**src/rtl/sys_bus_bridge_pkg.sv**
```systemverilog
// sys_bus_bridge_pkg: shared FSM encodings, default address map and helpers
// for the registered CPU-to-peripheral bridge.
//   state_e          : IDLE / ACCESS / RESP transaction states
//   DEF_*            : default slave windows, word-only mask and timeout
//   idx_w()          : width of a slot index for n slaves (never 0)
package sys_bus_bridge_pkg;

    typedef enum logic [1:0] {
        S_IDLE   = 2'd0,
        S_ACCESS = 2'd1,
        S_RESP   = 2'd2
    } state_e;

    localparam int           DEF_N_SLV     = 4;
    localparam logic [127:0] DEF_SLV_BASE  = {32'h0000_7F20, 32'h0000_7F10, 32'h0000_7F00, 32'h0000_0000};
    localparam logic [127:0] DEF_SLV_LAST  = {32'h0000_7F23, 32'h0000_7F1B, 32'h0000_7F0B, 32'h0000_2FFF};
    localparam logic [3:0]   DEF_WORD_ONLY = 4'b1110;
    localparam int           DEF_TIMEOUT   = 15;

    function automatic int idx_w(input int n);
        return (n > 1) ? $clog2(n) : 1;
    endfunction

endpackage

```
**src/rtl/sys_bus_bridge_decoder.sv**
```systemverilog
// sys_bus_bridge_decoder: combinational address-window decode.
//   addr_i/we_i/byteen_i : access being requested
//   hit_o                : address falls inside some window
//   idx_o                : lowest-index window that matched
//   illegal_o            : sub-word access to a word-only slot
module sys_bus_bridge_decoder
    import sys_bus_bridge_pkg::*;
#(
    parameter int                     N_SLV     = DEF_N_SLV,
    parameter logic [N_SLV*32-1:0]    SLV_BASE  = DEF_SLV_BASE,
    parameter logic [N_SLV*32-1:0]    SLV_LAST  = DEF_SLV_LAST,
    parameter logic [N_SLV-1:0]       WORD_ONLY = DEF_WORD_ONLY,
    localparam int                    IW        = idx_w(N_SLV)
) (
    input  logic [31:0]   addr_i,
    input  logic          we_i,
    input  logic [3:0]    byteen_i,
    output logic          hit_o,
    output logic [IW-1:0] idx_o,
    output logic          illegal_o
);

    // Scan from the top so the lowest matching index overwrites the rest.
    always_comb begin
        hit_o = 1'b0;
        idx_o = '0;
        for (int i = N_SLV - 1; i >= 0; i--) begin
            if (addr_i >= SLV_BASE[32*i +: 32] && addr_i <= SLV_LAST[32*i +: 32]) begin
                hit_o = 1'b1;
                idx_o = IW'(i);
            end
        end
        illegal_o = hit_o && WORD_ONLY[idx_o] &&
                    (we_i ? (byteen_i != 4'b1111) : (addr_i[1:0] != 2'b00));
    end

endmodule

```
**src/rtl/sys_bus_bridge.sv**
```systemverilog
// sys_bus_bridge: registered CPU-to-peripheral bridge with one-hot select,
// wait-state handshake, bus-error reporting and slave timeout.
//   clk, reset (async, active-high)
//   cpu_req/we/addr/byteen/wdata -> request, sampled only in IDLE
//   cpu_busy/done/err/rdata      -> pipeline freeze, completion pulse, fault, read data
//   slv_sel/we/addr/byteen/wdata -> latched access, driven only in ACCESS
//   slv_rdata/slv_ack            -> per-slot read data and completion
module sys_bus_bridge
    import sys_bus_bridge_pkg::*;
#(
    parameter int                     N_SLV     = DEF_N_SLV,
    parameter logic [N_SLV*32-1:0]    SLV_BASE  = DEF_SLV_BASE,
    parameter logic [N_SLV*32-1:0]    SLV_LAST  = DEF_SLV_LAST,
    parameter logic [N_SLV-1:0]       WORD_ONLY = DEF_WORD_ONLY,
    parameter int                     TIMEOUT   = DEF_TIMEOUT
) (
    input  logic                  clk,
    input  logic                  reset,
    input  logic                  cpu_req,
    input  logic                  cpu_we,
    input  logic [31:0]           cpu_addr,
    input  logic [3:0]            cpu_byteen,
    input  logic [31:0]           cpu_wdata,
    output logic                  cpu_busy,
    output logic                  cpu_done,
    output logic                  cpu_err,
    output logic [31:0]           cpu_rdata,
    output logic [N_SLV-1:0]      slv_sel,
    output logic                  slv_we,
    output logic [31:0]           slv_addr,
    output logic [3:0]            slv_byteen,
    output logic [31:0]           slv_wdata,
    input  logic [N_SLV*32-1:0]   slv_rdata,
    input  logic [N_SLV-1:0]      slv_ack
);

    localparam int IW = idx_w(N_SLV);
    localparam int CW = (TIMEOUT > 0) ? $clog2(TIMEOUT + 1) : 1;

    state_e          state_q, state_d;
    logic [IW-1:0]   idx_q;
    logic            we_q;
    logic [31:0]     addr_q;
    logic [3:0]      byteen_q;
    logic [31:0]     wdata_q;
    logic [CW-1:0]   cnt_q;
    logic            err_q;
    logic [31:0]     rdata_q;

    logic            dec_hit, dec_illegal;
    logic [IW-1:0]   dec_idx;
    logic            legal, ack, timeout;

    sys_bus_bridge_decoder #(
        .N_SLV     (N_SLV),
        .SLV_BASE  (SLV_BASE),
        .SLV_LAST  (SLV_LAST),
        .WORD_ONLY (WORD_ONLY)
    ) u_dec (
        .addr_i    (cpu_addr),
        .we_i      (cpu_we),
        .byteen_i  (cpu_byteen),
        .hit_o     (dec_hit),
        .idx_o     (dec_idx),
        .illegal_o (dec_illegal)
    );

    assign legal   = dec_hit && !dec_illegal;
    assign ack     = slv_ack[idx_q];
    assign timeout = (TIMEOUT > 0) && (cnt_q == CW'(TIMEOUT - 1));

    always_ff @(posedge clk or posedge reset) begin
        if (reset) state_q <= S_IDLE;
        else       state_q <= state_d;
    end

    always_comb begin
        state_d = state_q;
        case (state_q)
            S_IDLE:   state_d = cpu_req ? (legal ? S_ACCESS : S_RESP) : S_IDLE;
            S_ACCESS: state_d = (ack || timeout) ? S_RESP : S_ACCESS;
            default:  state_d = S_IDLE;
        endcase
    end

    always_ff @(posedge clk or posedge reset) begin
        if (reset) begin
            idx_q    <= '0;
            we_q     <= 1'b0;
            addr_q   <= '0;
            byteen_q <= '0;
            wdata_q  <= '0;
            cnt_q    <= '0;
            err_q    <= 1'b0;
            rdata_q  <= '0;
        end else if (state_q == S_IDLE && cpu_req) begin
            err_q <= !legal;
            cnt_q <= '0;
            if (legal) begin
                idx_q    <= dec_idx;
                we_q     <= cpu_we;
                addr_q   <= cpu_addr;
                byteen_q <= cpu_byteen;
                wdata_q  <= cpu_wdata;
            end
        end else if (state_q == S_ACCESS) begin
            if (ack) begin
                if (!we_q) rdata_q <= slv_rdata[idx_q*32 +: 32];
            end else if (timeout) begin
                err_q <= 1'b1;
            end else begin
                cnt_q <= cnt_q + 1'b1;
            end
        end
    end

    // Slave-side signals are gated by state so they read 0 outside ACCESS.
    always_comb begin
        cpu_busy   = state_q != S_IDLE;
        cpu_done   = state_q == S_RESP;
        cpu_err    = (state_q == S_RESP) && err_q;
        cpu_rdata  = rdata_q;
        slv_sel    = (state_q == S_ACCESS) ? (N_SLV'(1) << idx_q) : '0;
        slv_we     = (state_q == S_ACCESS) && we_q;
        slv_addr   = (state_q == S_ACCESS) ? addr_q : '0;
        slv_byteen = (state_q == S_ACCESS) ? byteen_q : '0;
        slv_wdata  = (state_q == S_ACCESS) ? wdata_q : '0;
    end

endmodule

```
**config.mk**
```make
export PLATFORM = sky130hd
export DESIGN_NAME = sys_bus_bridge
export DESIGN_NICKNAME = d
export VERILOG_FILES = /design/src/rtl/sys_bus_bridge_pkg.sv /design/src/rtl/sys_bus_bridge_decoder.sv /design/src/rtl/sys_bus_bridge.sv
export SDC_FILE = /design/constraint.sdc
export NUM_CORES = 1
export LEC_CHECK = 0
export CAP_MARGIN = 20
export CORE_MARGIN = 3
export CORE_UTILIZATION = 40
export DETAILED_ROUTE_END_ITERATION = 10
export PLACE_DENSITY = 0.82
export SLEW_MARGIN = 20
export SYNTH_ARGS = -nofsm -noshare
export SYNTH_HDL_FRONTEND = slang
export SYNTH_HIERARCHICAL = 1
export SYNTH_SLANG_ARGS = --single-unit
```
**constraint.sdc**
```tcl
create_clock -name clk -period 4.7 [get_ports clk]
set_input_delay 0.705 -clock clk [delete_from_list [all_inputs] [get_ports clk]]
set_output_delay 0.705 -clock clk [all_outputs]
set_load 0.05 [all_outputs]
```
After elaboration in Yosys (flattened, before gate mapping)
Index checks and enable logic that the tools add are counted.
Storage, ports and cells
  bits in registers: 110
  input port bits: 204
  output and inout bits: 108
  logic and storage cells: 81
Cells by class
  $add $sub $neg: 1
  magnitude comparators: 10
  eq/ne operators: 6
  shift-type cells: 2
  muxes and demuxes: 29
  bitwise gates (word level): 2
  reductions and logical operators: 22
Operators by type and width (number)
  $shiftx 128x8->32: 1
  $ge 32x15->1 const B: 3
  $le 32x15->1 const B: 3
  $mux 32: 2
  $ge 32x1->1 const B: 1
  $le 32x14->1 const B: 1
  $mux 4: 6
  $mux 2: 7
  $mux 1: 11
  $logic_and 1x1->1: 10
  $reduce_bool 2->1: 4
  $lt 2x3->1 const B: 2
  $reduce_and 3->1: 2
  $add 4x1->4 const B: 1
  $bmux 1 s2: 2
  $eq 4x4->1 const B: 1
  $ne 2x1->1 const B: 2
  $ne 4x4->1 const B: 1
  $pmux 2 s2: 1
  $reduce_and 4->1: 1
  $shl 1x2->4 const A: 1
  $eq 2x1->1 const B: 1
  $eq 2x2->1 const B: 1
  $logic_not 1->1: 2
  other kinds (4): 5

Depth between registers and ports, before layout
Gate-level depths: netlist of run 1.
  word-level depth: 15
  depth in mapped cells: 8
  gate-level depth less buffers: 7

By module
Netlist of run 1, hierarchy kept.
By module, submodules not included
  sys_bus_bridge: times used 1, cells each 380, area an instance 5662.9 um^2, sequential area each 2752.6 um^2
  sys_bus_bridge_decoder: times used 1, cells each 25, area an instance 187.7 um^2, sequential area each 0.0 um^2

Worst setup path before layout of run 1
Ideal clock, no wire load.
  path kind: reg-to-output
  start point: reg idx_q[1]
  end point: out slv_sel[2]
  data arrival time: 2.015 ns
  required time: 3.995 ns
  path slack: 1.980 ns
  stages on the path, launching flop included: 4
  buffers on the path: 2
  cell sequence: dfrtp_1 -> buf_2 -> buf_1 -> nor3b_1
On the way
  cells in the longest elaborated chain, start to end: 2
Ends and longest elaborated chain
  from (decl): RTL line sys_bus_bridge.sv:41  | logic [IW-1:0] idx_q;
  from (signal assigned): RTL line sys_bus_bridge.sv:100  | idx_q <= dec_idx;
  $shl 1x2->4: RTL line sys_bus_bridge.sv:123  | slv_sel = (state_q == S_ACCESS) ? (N_SLV'(1) << idx_q) : '0;
  $mux 4: RTL line sys_bus_bridge.sv:123
  to (decl): RTL line sys_bus_bridge.sv:28  | output logic [N_SLV-1:0] slv_sel,
No other way between the ends.

Final worst setup path of run 1
  start point: reg state_q[0]
  end point: out slv_addr[0]
On the way
  cells in the longest elaborated chain, start to end: 2
Ends and longest elaborated chain
  from (decl): RTL line sys_bus_bridge.sv:40  | state_e state_q, state_d;
  from (signal assigned): RTL line sys_bus_bridge.sv:74  | else state_q <= state_d;
  $eq 2x1->1: RTL line sys_bus_bridge.sv:125  | slv_addr = (state_q == S_ACCESS) ? addr_q : '0;
  $mux 32: RTL line sys_bus_bridge.sv:125
  to (decl): RTL line sys_bus_bridge.sv:30  | output logic [31:0] slv_addr,
No other way between the ends.

==> results of run 1 <==
[final cells by class]
class,count,area (µm²),share of cell area (%)
Inverter,4,20.0,0.213
Tap cell,180,225,2.40
Timing Repair Buffer,315,3140,33.5
Multi-Input combinational cell,264,2930,31.1
Clock buffer,10,239,2.54
Clock inverter,5,88.8,0.946
Sequential cell,110,2750,29.3
[through the flow]
| stage | power, mW | setup WS, ns |
|---|---|---|
| after floorplan | 1.10 | 1.09 |
| after global placement | 1.33 | 0.938 |
| after detailed placement | 1.33 | 0.829 |
| after CTS | 2.18 | 0.997 |
| after global routing | 2.24 | 0.836 |
| final | 2.16 | 1.06 |
[worst min-delay path by stage]
stage / from / to / slack, ns / depth (start not counted)
after floorplan: cnt_q[3] / cnt_q[3] / 0.44 / 1
after global placement: cnt_q[3] / cnt_q[3] / 0.46 / 1
after detailed placement: cnt_q[3] / cnt_q[3] / 0.49 / 1
after CTS: cnt_q[3] / cnt_q[3] / 0.50 / 1
after global routing: wdata_q[25] / wdata_q[25] / 0.51 / 1
final: cnt_q[3] / cnt_q[3] / 0.49 / 1
[cells in the mapped netlist, types with 2 or more instances]
cell      instances
a211oi_2          2
a21oi_1           2
and2_1           70
and3_1            3
buf_1             2
buf_12            3
buf_2            12
clkbuf_1          9
dfrtp_1         110
ha_1              2
inv_1             4
mux2_2           73
mux2_4           30
mux2i_1           3
mux4_2           33
nand2_1           6
nand2b_1          2
nand4_1           3
nor2b_1           3
nor3b_1           2
nor4_1            5
o21ai_0           3
o31a_1            2
[placed cells by master (no fill, tap or decap), drive strengths merged, types with 4 or more instances in the layout]
| cell | n |
|---|---|
| buf | 4 |
| dfrtp | 110 |
| nor4 | 6 |
| o21ai | 4 |
| mux2 | 103 |
| mux4 | 33 |
| nand2 | 6 |
| and2 | 70 |
| clkbuf | 10 |
| clkdlybuf4s50 | 311 |
| inv | 6 |
[cells by family after synthesis]
kind of cell | share of synthesized area, %
compound gates | 2.44
fa+ha+maj | 0.428
buf+inv | 3.21
flops | 47.0
mux | 35.0
simple gates | 11.9
[sequential cells by signal, summed over array words and instances (netlist names)]
name / cells
cnt_q: 4
cpu_rdata: 32
idx_q: 2
err_q: 1
wdata_q: 32
state_q: 2
we_q: 1
addr_q: 32
byteen_q: 4
[power by group through the flow]
stage	Combinational [mW]	Sequential [mW]	Clock (mW)
after floorplan	0.0703	1.03	0
after global placement	0.342	0.986	0
after detailed placement	0.347	0.987	0
after CTS	0.349	0.969	0.867
after global routing	0.363	0.970	0.905
final	0.346	0.969	0.843
[layer usage]
metal / track usage, % / up-vias / wire [µm]
met3: 6.48 / 29 / 1310
met5: 0 / - / 16
met1: 28.5 / 2312 / 7280
met4: 5.99 / 2 / 346
met2: 38.5 / 178 / 9510
li1: - / 2067 / -
==> qor.yml, run 1 <==
syn_area_um2: 5850
worstPathCellList: "nor2b_4, buf_4, and2_1, clkdlybuf4s50_1"
final.setup.tns_ns: 0
antenna_found_initial: 1
async_flop_share_pct: 100
rsz0062_at_grt: "false"
slew_headroom_pct: 37.4
ys_ff_latch: 110
fin_crit_sh_pct: 77.5
cp.required_ns: 3.99
drt_pass1_iterations: 4
grt.total_usage_pct: 22.7
fp.dieW_um: 127
regToRegStartpoint: "idx_q[1]"
wirelength_um: 18500
crit_family: "buffers and inverters"
worstRegToRegCells: 4
overflow: 0
cts.sinks: 110
gp_congestion: 0.875
rrSetupSlack_ns: 2.10
synth_top_area_share_pct: 47.0
yosysTopAreaCell: "dfrtp_1"
path_buf_inv: 2
setup_viol: 0
n_antenna_cell: 0
synthCells: 405
leakagePower_nw: 4.13
cp_data_arrival_time_ns: 2.94
power.density_nw_per_um2: 230
path_clk_slew_ns: 0.07
row_count: 43
synth_ff_type: "dfrtp_1"
fin_worst_skew_ns: 0.00744
htreeDepth: 3
hp-class: "flop to flop"
vias: 4588
max_freq_mhz: 274
slowest_stage: "clkdlybuf4s50_1"
fin_util_pct: 66.7
critPathCaptureType: "primary output"
postSynthAreaPerCell_um2: 14.4
fp.dieH_um: 127
ant_nets: 0
max_cap_violations: 0
seq_power_share_pct: 44.9
viasPerCell: 5.17
port_buffers: 311
synth_edf_count: 0
worstSkewPairLatency_ns: 0.35
fin_area_um2: 9400
drcViolationCount: 0
drt_iter0_drc: 234
routedWlPerCell_um: 20.8
grt_pass1_wl_um: 28300
synth_nets: 611
seq_area_frac_synth_pct: 47.0
ios: 312
worst_ir_drop_vdd_mv: 0.236
path_class: "flop to primary output"
switching_power_mw: 0.500
worst_slew_pin_slew_ns: 0.939
crit_end: "slv_addr[0]"
hold_buffers: 0
ys_types: 44
switching_share_pct: 23.2
intPower_mw: 1.66
crit_cells: 4
p_comb_share_pct: 16.0
cts-root-buf: "clkbuf_16"
cpPeakStageDelay_ns: 0.81
dp_hpwl_um: 14400
cts_tree: "yes"
cts_made_buffers: 9
finalNonFillerCells: 888
fin_nets: 910
die-area_um2: 16100
hold_violations: 0
min_period_ns: 3.64
r2r_end: "cpu_rdata[4]"
slew_viol_final: 0
coreArea_um2: 14100
ys_warn_count: 6
startpoint: "state_q[0]"
cp-start-kind: "flop"
clkPwrFrac_pct: 39.1
grt_max_degree: 89
postPlaceCellArea_um2: 9060
layout-drive-gt1-share_pct: 23.9
whs_ns: 0.488
cts_setup_buffers: 0
nFillCells: 1050
dp_cells: 873
cts_buffer_depth: 2
start_util_pct: 41.5
area_growth_pct: 60.6
status: "completed"
netlist_top_cells_area: "dfrtp_1 47%, mux2_2 14%, mux4_2 13%"
critPathMaxFanout: 48
grt_pass1_vias: 4907
cts_resized: 0
Note: power is estimated with default switching activity, not from simulation.
==> inputs of run 2 (changes only) <==
--- a/config.mk
+++ b/config.mk
@@ -7,9 +7,9 @@
 export LEC_CHECK = 0
 export CAP_MARGIN = 20
 export CORE_MARGIN = 3
-export CORE_UTILIZATION = 40
+export CORE_UTILIZATION = 36
 export DETAILED_ROUTE_END_ITERATION = 10
-export PLACE_DENSITY = 0.82
+export PLACE_DENSITY = 0.78
 export SLEW_MARGIN = 20
 export SYNTH_ARGS = -nofsm -noshare
 export SYNTH_HDL_FRONTEND = slang
==> constraint.sdc (replaced) <==
create_clock -name clk -period 3.2 [get_ports clk]
set_input_delay 0.48 -clock clk [delete_from_list [all_inputs] [get_ports clk]]
set_output_delay 0.48 -clock clk [all_outputs]
set_load 0.05 [all_outputs]
==> qor.yml, run 2 (synthesis gave the netlist of run 1 again) <==
grt_pass1_wl_um: 29000  # +2.6%
hold_buffers: 0  # unchanged
hold_violations: 0  # unchanged
worstSkewPairLatency_ns: 0.35  # about the same
worstRegToRegCells: 4  # unchanged
n_antenna_cell: 0  # unchanged
cts_tree: "yes"
rsz0062_at_grt: "false"
total_power_mw: 3.09  # +43%
cts_setup_buffers: 0  # unchanged
htreeDepth: 3  # unchanged
die-area_um2: 17800  # +11%
slew_headroom_pct: 54.4  # +17 points
fp.dieH_um: 133  # +5.2%
final.setup.tns_ns: 0  # unchanged
overflow: 0  # unchanged
grt_pass1_vias: 5054  # +3.0%
wirelength_um: 18800  # +1.7%
startpoint: "state_q[0]"
drcViolationCount: 0  # unchanged
start_util_pct: 37.6  # -3.9 points
cp-start-kind: "flop"
worst_slew_pin_slew_ns: 0.683  # -0.256 ns
grt_use_met1_pct: 24.6  # -3.9 points
routedWlPerCell_um: 20.3  # -2.5%
antenna_found_initial: 0  # -1
max_freq_mhz: 348
fp.dieW_um: 133  # +5.2%
dp_hpwl_um: 14800  # +2.5%
worst_ir_drop_vdd_mv: 0.245  # +3.7%
port_buffers: 311  # unchanged
gp_congestion: 0.818  # -6.5%
grt_use_met2_pct: 36.7  # -1.8 points
area_growth_pct: 62.5
final_cell_mix: "311 x clkdlybuf4s50_1, 108 x dfrtp_1, 73 x mux2_2"
fin_crit_sh_pct: 89.7
cp_data_arrival_time_ns: 2.39  # -0.55 ns
coreArea_um2: 15500  # +10%
cts-root-buf: "clkbuf_16"
hp-class: "input port to asynchronous set/reset pin"
ios: 312  # unchanged
status: "completed"
row_count: 45  # +4.7%
fin_area_um2: 9510  # +1.2%
path_class: "flop to primary output"
slew_viol_final: 0  # unchanged
setup_slack_ns: 0.329  # -0.728 ns
layout-drive-gt1-share_pct: 24.6  # +0.75 points
fin_nets: 916  # +0.66%
cts_buffer_depth: 2  # unchanged
regToRegStartpoint: "state_q[0]"
vias: 4650  # +1.4%
cts_made_buffers: 9  # unchanged
setup_viol: 0  # unchanged
grt_util_met3_pct: 6.38  # -0.10 points
critPathCaptureType: "primary output"
cts_resized: 0  # unchanged
leakagePower_nw: 4.16  # +0.67%
drt_iter0_drc: 172  # -26%
final_common_cell: "clkdlybuf4s50_1"
cp.required_ns: 2.72  # -1.27 ns
pre_cts_slack_ns: 0.0513  # -0.778 ns
postPlaceCellArea_um2: 9200  # +1.4%
grt.total_usage_pct: 20.9  # -1.8 points
cts.sinks: 110  # unchanged
fin_worst_skew_ns: 0.00833  # +0.000889 ns
max_cap_violations: 0  # unchanged
viasPerCell: 5.02  # -2.8%
grt_max_degree: 61  # -31%
path_clk_slew_ns: 0.07  # about the same
fin_util_pct: 61.2  # -5.5 points
drt_pass1_iterations: 5  # +1
busiest_layer: "met2"
ant_nets: 0  # unchanged
power.density_nw_per_um2: 325  # +41%
min_period_ns: 2.87
critPathMaxFanout: 47  # -2.1%
-- run 2: cell count changes in the layout (fill, tap and decap cells not counted), sizes merged --
cell and delta:
buf +6, bufinv -1, clkbuf +2, clkinv +1, clkinvlp +1, inv -2
-- run 2: area by class of cell --
class | count | area [µm²]
repair buffers | 321 | 3240
multi-input cells | 264 | 2920
clock inverters | 4 | 52.6
fillers | 1235 | 6030
inverters | 4 | 18.8
flip-flops and latches | 110 | 2760
clock buffers | 12 | 256
well taps | 211 | 264
-- run 2: worst paths after layout --
check	endpoint	slack (ns)
max	slv_addr[7]	0.33
max reg2reg	cpu_rdata[14]	0.98
min	cpu_rdata[5]	0.44
min reg2reg	addr_q[23]	0.50
max in group asynchronous	idx_q[1]	1.95
min in group clk	addr_q[23]	0.50
-- run 2: report_power, final --
group | leakage, nW | switching, mW | internal (mW)
logic | 2.49 | 0.195 | 0.314
clock network | 0.153 | 0.502 | 0.654
registers | 1.52 | 0.0126 | 1.41
total | 4.16 | 0.709 | 2.38
-- run 2: through the flow --
stage | instances | hold slack [ns]
4_1_cts | 926 | 0.437
3_3_place_gp | 910 | 0.455
6_report | 926 | 0.445
2_1_floorplan | 405 | 0.440
5_1_grt | 926 | 0.460
3_5_place_dp | 910 | 0.486
-- run 2: metal layers --
| layer | part of all wire, % | vias to the layer above |
|---|---|---|
| li1 | - | 2089 |
| met1 | 38 | 2326 |
| met2 | 52 | 209 |
| met3 | 7.5 | 26 |
| met4 | 2.1 | 0 |
| met5 | 0 | - |
-- run 2: worst max-delay path, cell delays in order, from the launching register on --
cell             delay, ns
dfrtp_1               0.43
nor2b_4               0.18
buf_4                 0.37
and2_1                0.22
clkdlybuf4s50_1       0.81
==> inputs of run 3 (changes only) <==
--- a/config.mk
+++ b/config.mk
@@ -5,10 +5,12 @@
 export SDC_FILE = /design/constraint.sdc
 export NUM_CORES = 1
 export LEC_CHECK = 0
+export ABC_AREA = 1
 export CAP_MARGIN = 20
 export CORE_MARGIN = 3
-export CORE_UTILIZATION = 36
+export CORE_UTILIZATION = 38
 export DETAILED_ROUTE_END_ITERATION = 10
+export GPL_TIMING_DRIVEN = 0
 export PLACE_DENSITY = 0.78
 export SLEW_MARGIN = 20
 export SYNTH_ARGS = -nofsm -noshare
==> qor.yml, run 3 <==
synth_edf_count: 0  # unchanged
layout-drive-gt1-share_pct: 12.3  # -12 points
antenna_found_initial: 0  # unchanged
cts-root-buf: "clkbuf_16"
drt_iter0_drc: 286  # +66%
overflow: 0  # unchanged
multi_input_area_um2: 3290  # +13%
fp.dieW_um: 140  # +4.6%
max_cap_violations: 0  # unchanged
cts_setup_buffers: 0  # unchanged
worstRegToRegCells: 8  # +4
p_comb_share_pct: 23.6  # +7.1 points
final_cell_mix: "404 x nand2_1, 311 x clkdlybuf4s50_1, 164 x nor2_1"
switching_share_pct: 29.6  # +6.6 points
yosysTopAreaCell: "dfrtp_1"
cts_resized: 0  # unchanged
cp.required_ns: 2.72  # about the same
ant_nets: 0  # unchanged
port_buffers: 311  # unchanged
cts_tree: "yes"
htreeDepth: 3  # unchanged
ys_ff_latch: 110  # unchanged
cp_data_arrival_time_ns: 2.46  # +0.07 ns
whs_path_depth: 2
fin_nets: 1517  # +66%
cpPeakStageDelay_ns: 0.85  # +0.04 ns
path_buf_inv: 4  # +2
syn_area_um2: 6790  # +16%
path_clk_slew_ns: 0.08  # about the same
fp.dieH_um: 140  # +4.6%
cts_made_buffers: 9  # unchanged
seq_power_share_pct: 43.4  # -2.7 points
row_count: 48  # +6.7%
netlist_top_cells_area: "dfrtp_1 41%, nand2_1 22%, nor2_1 9.1%"
wirelength_um: 24300  # +30%
min_period_ns: 2.94  # +0.0728 ns
viasPerCell: 4.75  # -5.4%
n_antenna_cell: 0  # unchanged
final_common_cell: "nand2_1"
worstSkewPairLatency_ns: 0.36  # about the same
rsz0062_at_grt: "false"
setup_slack_ns: 0.256  # -0.0728 ns
grt_pass1_wl_um: 37800  # +30%
hold_violations: 0  # unchanged
crit_family: "buffers and inverters"
area_growth_pct: 55.2
status: "completed"
max_freq_mhz: 340  # -2.5%
seq_area_um2: 2750  # about the same
fin_crit_sh_pct: 92.0  # +2.3 points
final.setup.tns_ns: 0  # unchanged
pre_cts_slack_ns: 0.271  # +0.220 ns
clkPwrFrac_pct: 33.0  # -4.4 points
start_util_pct: 39.0  # +1.3 points
vias: 7323  # +57%
dp_hpwl_um: 19000  # +29%
worstPathCellList: "inv_2, nand2_1, buf_2, buf_2, nor2_1, clkdlybuf4s50_1"
crit_top_cell: "buf_2"
ios: 312  # unchanged
path_class: "flop to primary output"
hold_buffers: 0  # unchanged
cp-start-kind: "flop"
slowest_stage: "clkdlybuf4s50_1"
cts.sinks: 110  # unchanged
synth_top_area_share_pct: 40.6  # -6.5 points
synth_nets: 1192  # +95%
worst_ir_drop_vdd_mv: 0.245  # +0.26%
setup_viol: 0  # unchanged
drcViolationCount: 0  # unchanged
seq_area_frac_synth_pct: 40.6  # -6.5 points
synthCells: 986  # +140%
synth_most_common_cell: "nand2_1"
critPathCaptureType: "primary output"
nFillCells: 1605  # +30%
leakagePower_nw: 5.50  # +32%
hp-class: "flop to flop"
critPathMaxFanout: 10  # -79%
gp_congestion: 0.898  # +9.8%
coreArea_um2: 17400  # +12%
slew_headroom_pct: 59.8  # +5.3 points
drt_pass1_iterations: 5  # unchanged
fin_util_pct: 60.5  # -0.68 points
total_power_mw: 3.43  # +11%
whs_ns: 0.481  # +0.0361 ns
worst_slew_pin_slew_ns: 0.602  # -0.0815 ns
grt_max_degree: 34  # -44%
synth_ff_type: "dfrtp_1"
crit_cells: 6  # +2
fin_worst_skew_ns: 0.0109  # +0.00260 ns
ys_types: 31  # -30%
cts_buffer_depth: 2  # unchanged
intPower_mw: 2.42  # +1.7%
slew_viol_final: 0  # unchanged
grt.total_usage_pct: 24.2  # +3.3 points
synthTopCellsByCount: "404 x nand2_1, 164 x nor2_1, 110 x dfrtp_1"
power.density_nw_per_um2: 326  # +0.33%
postSynthAreaPerCell_um2: 6.88  # -52%
routedWlPerCell_um: 15.8  # -22%
switching_power_mw: 1.01  # +43%
ys_warn_count: 6  # unchanged
grt_pass1_vias: 7223  # +43%
die-area_um2: 19500  # +9.5%
async_flop_share_pct: 100  # unchanged
run 3: changes by cell type after synthesis, sizes merged, moves of 6 or more:
cell / change
a21oi: +71
and2: -69
buf: +38
clkbuf: -6
inv: +85
mux2: -103
mux4: -33
nand2: +407
nand3: +20
nand4: +30
nor2: +170
nor4: -6
run 3: area by class of cell:
type,instances,area share (%)
sequential,110,26.1
timing repair buffer,314,30.1
multi-input combinational,727,31.2
inverter,90,3.40
clock inverter,6,0.475
tap,225,2.67
buffer,59,3.71
clock buffer,10,2.27
run 3: metrics by stage:
stage,area [µm²],std cells
2_1_floorplan,6790,986
3_3_place_gp,10200,1522
3_5_place_dp,10200,1525
4_1_cts,10500,1541
5_1_grt,10500,1541
6_report,10500,1541
run 3: kinds of logic after synthesis:
logic type      Yosys count  synth area share [%]
compound gates           79                  9.20
xor+xnor                  1                 0.129
fa+ha+maj                 2                 0.369
buf+inv                 149                  11.0
flops                   110                  40.6
simple gates            645                  38.8
run 3: worst reg2reg max path, stage by stage (launching register included):
cell,delay (ns)
dfrtp_1,0.41
inv_1,0.06
ha_1,0.19
nand3_1,0.12
inv_1,0.05
o21ai_1,0.32
nand2_1,0.19
nand2_1,0.09
nand2_1,0.05
run 3: routing by layer:
metal | track usage (%) | share of wire, % | wire (µm) | up-vias
li1 | - | - | - | 3664
met1 | 28.5 | 40 | 9760 | 3324
met2 | 42.1 | 48 | 11700 | 295
met3 | 7.32 | 9.2 | 2240 | 40
met4 | 8.31 | 2.7 | 649 | 0
met5 | 0 | 0 | 0 | -
run 3: path summary, 6_finish.rpt:
kind / start / endpoint / slack, ns
min in group asynchronous: reset / wdata_q[31] / 0.53
max in group asynchronous: reset / addr_q[29] / 1.87
min reg2reg: err_q / err_q / 0.48
max reg2reg: cnt_q[0] / cnt_q[1] / 1.61
max: state_q[1] / slv_addr[29] / 0.26
min: err_q / err_q / 0.48
run 3: power by group through the flow:
stage	clock network, mW	logic, mW	registers, mW
after floorplan	0	0.413	1.51
after global placement	0	0.793	1.52
after detailed placement	0	0.810	1.52
after CTS	1.16	0.814	1.49
after global routing	1.21	0.893	1.50
final	1.13	0.808	1.49
